<file path="src/rtl/bcd2bin_serial.sv">
// Serial BCD-to-binary converter using reverse double-dabble: one binary bit
// is resolved per clock, with a start/busy/done handshake and invalid-digit flag.
module bcd2bin_serial #(
  parameter int BINARY_BITS = 10,
  parameter int BCD_DIGITS  = 3
) (
  input  logic                    clk,
  input  logic                    reset,
  input  logic                    start,
  input  logic [4*BCD_DIGITS-1:0] bcd_in,
  output logic [BINARY_BITS-1:0]  binary_out,
  output logic                    busy,
  output logic                    done,
  output logic                    bcd_err
);

  localparam int BCD_W  = 4 * BCD_DIGITS;
  localparam int WORK_W = BCD_W + BINARY_BITS;
  localparam int CNT_W  = $clog2(BINARY_BITS + 1);
  localparam logic [CNT_W-1:0] LAST_ITER = CNT_W'(BINARY_BITS - 1);

  // REJECT spends one cycle so an invalid request reports done on the edge
  // after acceptance without entering SHIFT.
  typedef enum logic [1:0] {IDLE, SHIFT, REJECT, DONE} state_t;

  state_t                   state, state_next;
  logic [WORK_W-1:0]        work, work_next, work_adj;
  logic [CNT_W-1:0]         cnt, cnt_next;
  logic [BINARY_BITS-1:0]   bin_next;
  logic                     err_next, busy_next, done_next;

  function automatic logic has_bad_digit(input logic [BCD_W-1:0] v);
    logic bad;
    bad = 1'b0;
    for (int d = 0; d < BCD_DIGITS; d++) begin
      if (v[4*d +: 4] > 4'd9) bad = 1'b1;
    end
    return bad;
  endfunction

  always_comb begin
    // NOTE: every signal gets a default before the case so no path leaves it
    // unassigned, which is what would otherwise infer a latch.
    state_next = state;
    work_next  = work;
    cnt_next   = cnt;
    bin_next   = binary_out;
    err_next   = bcd_err;
    busy_next  = 1'b0;
    done_next  = 1'b0;

    // Shift right, then pull each BCD digit that now reads >= 8 back by 3.
    work_adj = {1'b0, work[WORK_W-1:1]};
    for (int d = 0; d < BCD_DIGITS; d++) begin
      if (work_adj[BINARY_BITS + 4*d +: 4] >= 4'd8)
        work_adj[BINARY_BITS + 4*d +: 4] = work_adj[BINARY_BITS + 4*d +: 4] - 4'd3;
    end

    case (state)
      IDLE: begin
        if (start) begin
          if (has_bad_digit(bcd_in)) begin
            state_next = REJECT;
          end else begin
            state_next = SHIFT;
            work_next  = {bcd_in, {BINARY_BITS{1'b0}}};
            cnt_next   = '0;
            busy_next  = 1'b1;
          end
        end
      end
      SHIFT: begin
        work_next = work_adj;
        cnt_next  = cnt + 1'b1;
        if (cnt == LAST_ITER) begin
          state_next = DONE;
          done_next  = 1'b1;
          bin_next   = work_adj[BINARY_BITS-1:0];
          err_next   = 1'b0;
        end else begin
          busy_next = 1'b1;
        end
      end
      REJECT: begin
        state_next = DONE;
        done_next  = 1'b1;
        bin_next   = '0;
        err_next   = 1'b1;
      end
      DONE:    state_next = IDLE;
      default: state_next = IDLE;
    endcase
  end

  // NOTE: sequential state uses non-blocking assignments so every flop samples
  // the pre-edge values regardless of statement order.
  always_ff @(posedge clk or posedge reset) begin
    if (reset) begin
      state      <= IDLE;
      work       <= '0;
      cnt        <= '0;
      binary_out <= '0;
      bcd_err    <= 1'b0;
      busy       <= 1'b0;
      done       <= 1'b0;
    end else begin
      state      <= state_next;
      work       <= work_next;
      cnt        <= cnt_next;
      binary_out <= bin_next;
      bcd_err    <= err_next;
      busy       <= busy_next;
      done       <= done_next;
    end
  end

endmodule
</file>
<file path="config.mk">
export PLATFORM = sky130hd
export DESIGN_NAME = bcd2bin_serial
export DESIGN_NICKNAME = d
export VERILOG_FILES = /design/src/rtl/bcd2bin_serial.sv
export SDC_FILE = /design/constraint.sdc
export NUM_CORES = 1
export LEC_CHECK = 0
export BUFFER_PORTS_ARGS = -buffer_cell sky130_fd_sc_hd__buf_2
export CORE_MARGIN = 10
export CORE_UTILIZATION = 57
export CTS_CLUSTER_SIZE = 16
export DETAILED_ROUTE_END_ITERATION = 16
export GPL_ROUTABILITY_DRIVEN = 0
export PLACE_DENSITY = 0.79
export SLEW_MARGIN = 0
export SYNTH_ARGS = -nofsm -noshare
export SYNTH_HDL_FRONTEND = slang
export SYNTH_SLANG_ARGS = --single-unit
</file>
<file path="constraint.sdc">
create_clock -name clk -period 1.8 [get_ports clk]
set_input_delay 0.18 -clock clk [delete_from_list [all_inputs] [get_ports clk]]
set_output_delay 0.18 -clock clk [all_outputs]
set_load 0.005 [all_outputs]
</file>
# [After elaboration in Yosys (flattened, before gate mapping)]
# Cells that the tools add are included.
[word_totals] regBits=41 latch_bits=0 ram_bits=0 romBits=0 input_bits=15 out_inout_bits=13 n_memories=0
[op_classes] n_addsub=3 n_mul=0 n_div=0 magnitude_cmp=5 eq_ne=7 shift=0 muxes=27 n_bitwise=0 n_reduce_logical=6
[ops] op="$mux W22" n=2
[ops] op="$pmux W22 S2" n=1
[ops] op="$pmux W10 S2" n=1
[ops] op="$mux W4" n=4
[ops] op="$gt A4 B4 Y1 const B" n=3
[ops] op="$mux W1" n=10
[ops] op="$mux W10" n=1
[ops] op="$ge A4 B4 Y1 const B" n=2
[ops] op="$pmux W2 S4" n=1
[ops] op="$pmux W4 S2" n=1
[ops] op="$sub A4 B2 Y4 const B" n=2
[ops] op="$mux W2" n=3
[ops] op="$ne A2 B2 Y1 const B" n=3
[ops] op="$pmux W1 S2" n=3
[ops] op="$add A4 B1 Y4 const B" n=1
[ops] op="$eq A2 B2 Y1 const B" n=2
[ops] op="$eq A4 B4 Y1 const B" n=1
[ops] op="$reduce_and A2 Y1" n=2
[ops] op="$reduce_bool A2 Y1" n=2
[ops] op="$reduce_and A3 Y1" n=1
[ops] op="$eq A2 B1 Y1 const B" n=1
[ops] op="$logic_not A2 Y1" n=1

# [Logic depth before layout (Yosys ltp)]
[logic_depth] ltp_word=9 mapped_depth=8 depth_no_buf=6

# [Worst setup path before layout]
# No wires, ideal clock.
[synth_timing] kind="register -> register" start="register state[1]" end="register work[10]" arrival_ns=1.468 required_ns=1.673 slack_ns=0.204 stages_incl_launch_ff=7 path_buffers=2 period_less_slack_ns=1.596 cell_sequence="dfrtp_1 > inv_1 > ha_1 > buf_2 > buf_1 > a21oi_1 > mux2_1"
[synth_via] elab_chain_len=3 elab_cells_between_ends=7 classes_between="3 x eq/ne; 1 x mux; 3 x reduce/logical"
[synth_rtl] element="start, declared" line="26" source="state_t state, state_next;"
[synth_rtl] element="start signal, assigned" line="107" source="state <= state_next;"
[synth_rtl] element="$eq A2 B1 Y1 or $logic_not A2 Y1 (tied branches)" line="59" source="case (state)"
[synth_rtl] element="$reduce_bool A2 Y1 (no source line) or $ne A2 B2 Y1 (tied branches)"
[synth_rtl] element="$reduce_and A3 Y1 (no source line)"
[synth_rtl] element="end signal, assigned" line="108" source="work <= work_next;"
[synth_rtl] element="end, declared" line="27" source="logic [WORK_W-1:0] work, work_next, work_adj;"
# Parallel ways exist; a longest one is shown, timed or not.
# A chain may end at the register's enable or synchronous reset.

# [Worst setup path in the final report]
[layout_timing] start="register state[0]" end="register work[12]"
# Same word-level chain as after synthesis.

==> results.ini <==
[floorplan]
start_util_pct=58.68
rows=22
die_y_um=81.16
die-area_um2=6587
core_um2=3633
dieWidth_um=81.16
num_io_pins=28

[worst_setup_path]
cp_top_family=buffers and inverters
arrival_ns=1.93
cp_slowest_cell=dfrtp_1
reg2reg_depth=6
cp_cell_sequence=inv_1, ha_1, buf_4, a21oi_2, buf_12, mux2_1
reg2reg_to=work[12]
timing.rr.start=state[0]
r2r_slack_ns=0.06
end_kind=register
required_ns=1.98
worstPathMaxFanout=20
worst-path-buf-inv=3
start_kind=register
cpPeakStageDelay_ns=0.39
crit_type=register to register

[finish]
register_area_um2=1001
layout-drive-gt1-share_pct=23.65
layout_common_cells=40 x dfrtp_1, 27 x buf_2, 20 x inv_1
instances_no_fill=289
diodes=0
multi_input_area_um2=1008
fillers=302
final_common_cell=dfrtp_1
nNetsFinal=264
syn_to_final_growth_pct=16.43

[yosys]
yosys-top-cells-area=dfrtp_1 47%, ha_1 5.3%, a22o_1 4.5%
ys.flop_type=dfrtp_1
synthesis.nets=230
synth-edff-count=0
synth.avg_cell_area_um2=10.35
synthesis.area_um2=2132
synth.ff_latch_count=40
ys_types=38
ys_seq_area_share_pct=46.95
async_flop_share_pct=100.0
yosysWarnings=0
netlist.area_leader.share_pct=46.95
synth_cells=206
synth_largest_area_cell=dfrtp_1

[grt]
grt_usage_pct=14.38
grt_pass1_wl_um=7445
grt_pass1_vias=1598
antenna_found_initial=0
overflow=0
grt_max_degree=41

[placed_design]
pre_cts_ws_ns=0.1164
hpwl_um=3072
dp.cells=279
io_buffers=27

[route]
antenna_left=0
wl_um=4484
via_per_inst=5.699
drt_iter0_drc=117
drc=0
wire_per_inst_um=15.52
drtPass1Iterations=4
vias=1647

[sta]
period_needed_ns=1.744
timing.final.crit_share_pct=96.90
slew_headroom_pct=66.56
hold_viol_final=0
setup_viol=0
max_freq_ghz=0.5733
tightestPinTransition_ns=0.5015
slew_violations=0
setup_slack_ns=0.05579
rsz0062_at_grt=true
finClkSkew_ns=0.006490

[run]
maxCapViolCount=0

[clock_network]
cts_tree=yes
cts_buffers=5
ctsLongestPathBuffers=2
clk_latency_ns=0.30
cts_setup_buffers=0
clkSlewWorstSetupHoldPaths_ns=0.08
cts_sinks=40
cts_root_buf=clkbuf_8
htree_levels=2

[min_path]
hold_end=work[18]
hold_start=bcd_in[8]
hp-class=input pin to register
whs_path_depth=3

[power]
p_per_area_nw_per_um2=1529
p_leak_nw=1.137
ir_drop_uv=951.6

[status]
outcome=complete, no violations

[worst max-delay path by stage]
stage / from / cells past startpoint / end
floorplan: state[1] / 6 / work[10]
global placement: state[0] / 6 / work[14]
detailed placement: state[1] / 6 / work[12]
CTS: state[0] / 6 / state[0]
global route: state[1] / 6 / state[0]
finish: state[0] / 6 / work[12]
[area by class of cell]
type	instances	share of cell area (%)
tap	48	2.419
clock inverter	2	0.6048
multi-input combinational	134	40.63
inverter	21	3.327
sequential	40	40.32
clock buffer	6	3.327
timing repair inverter	1	0.3024
timing repair buffer	37	9.073
[where the power goes]
group	switching, mW	internal, mW	total [mW]
Sequential	0.265	1.17	1.44
Clock	0.326	0.310	0.636
Combinational	0.961	0.762	1.72
[routing by layer]
layer	part of all wire [%]	track usage [%]	up-vias
li1	-	-	806
met1	45	17.82	801
met2	48	22.69	34
met3	5.4	4.415	6
met4	1.7	6.228	0
met5	0	0	-
[synthesized netlist by cell type (all sizes together), types with 2 or more instances]
master   n
dfrtp   40
o21ai   23
inv     21
o211ai  12
a22o    11
a21oi    9
ha       9
mux2     9
nand3    9
nor2     9
buf      8
mux2i    8
nand2    7
nor3     4
xnor2    4
clkbuf   3
nor2b    3
nand2b   2
nand4b   2
o31ai    2
[tightest hold or removal path, cell delays in order]
cell     delay, ns
buf_2         0.07
mux2i_1       0.05
mux2i_1       0.12
[kinds of logic after synthesis]
kind of cell | share of synthesized area (%)
AOI/OAI and AO/OA | 20.19
and+or+nand+nor | 11.09
DFF | 46.95
buffers and inverters | 6.338
muxes | 8.509
adders and majority gates | 5.282
xor gates and xnor gates | 1.643
[metrics by stage]
step / hold WS, ns / setup TNS, ns / util [%] / cell area [um^2] / power, mW
after detailed placement: 0.3236 / 0 / 64.70 / 2351 / 3.101
after global placement: 0.3284 / 0 / 64.70 / 2351 / 3.031
after global routing: 0.1823 / -0.2540 / 68.32 / 2482 / 4.097
after floorplan: 0.3474 / 0 / - / 2132 / 2.657
after CTS: 0.1697 / 0 / 67.67 / 2459 / 3.743
final: 0.1691 / 0 / 68.32 / 2482 / 3.796
[timing repair]
action,in CTS,in global routing
setup endpoints to repair,0,17
resized for setup,0,5
hold buffers,1,0
endpoints found under the hold margin,1,0
[registers in the layout, summed over array words and instances (netlist names)]
register,flops
state,2
cnt,4
binary_out,10
bcd_err,1
busy,1
work,21
done,1
Note: power is estimated with default switching activity, not from simulation.
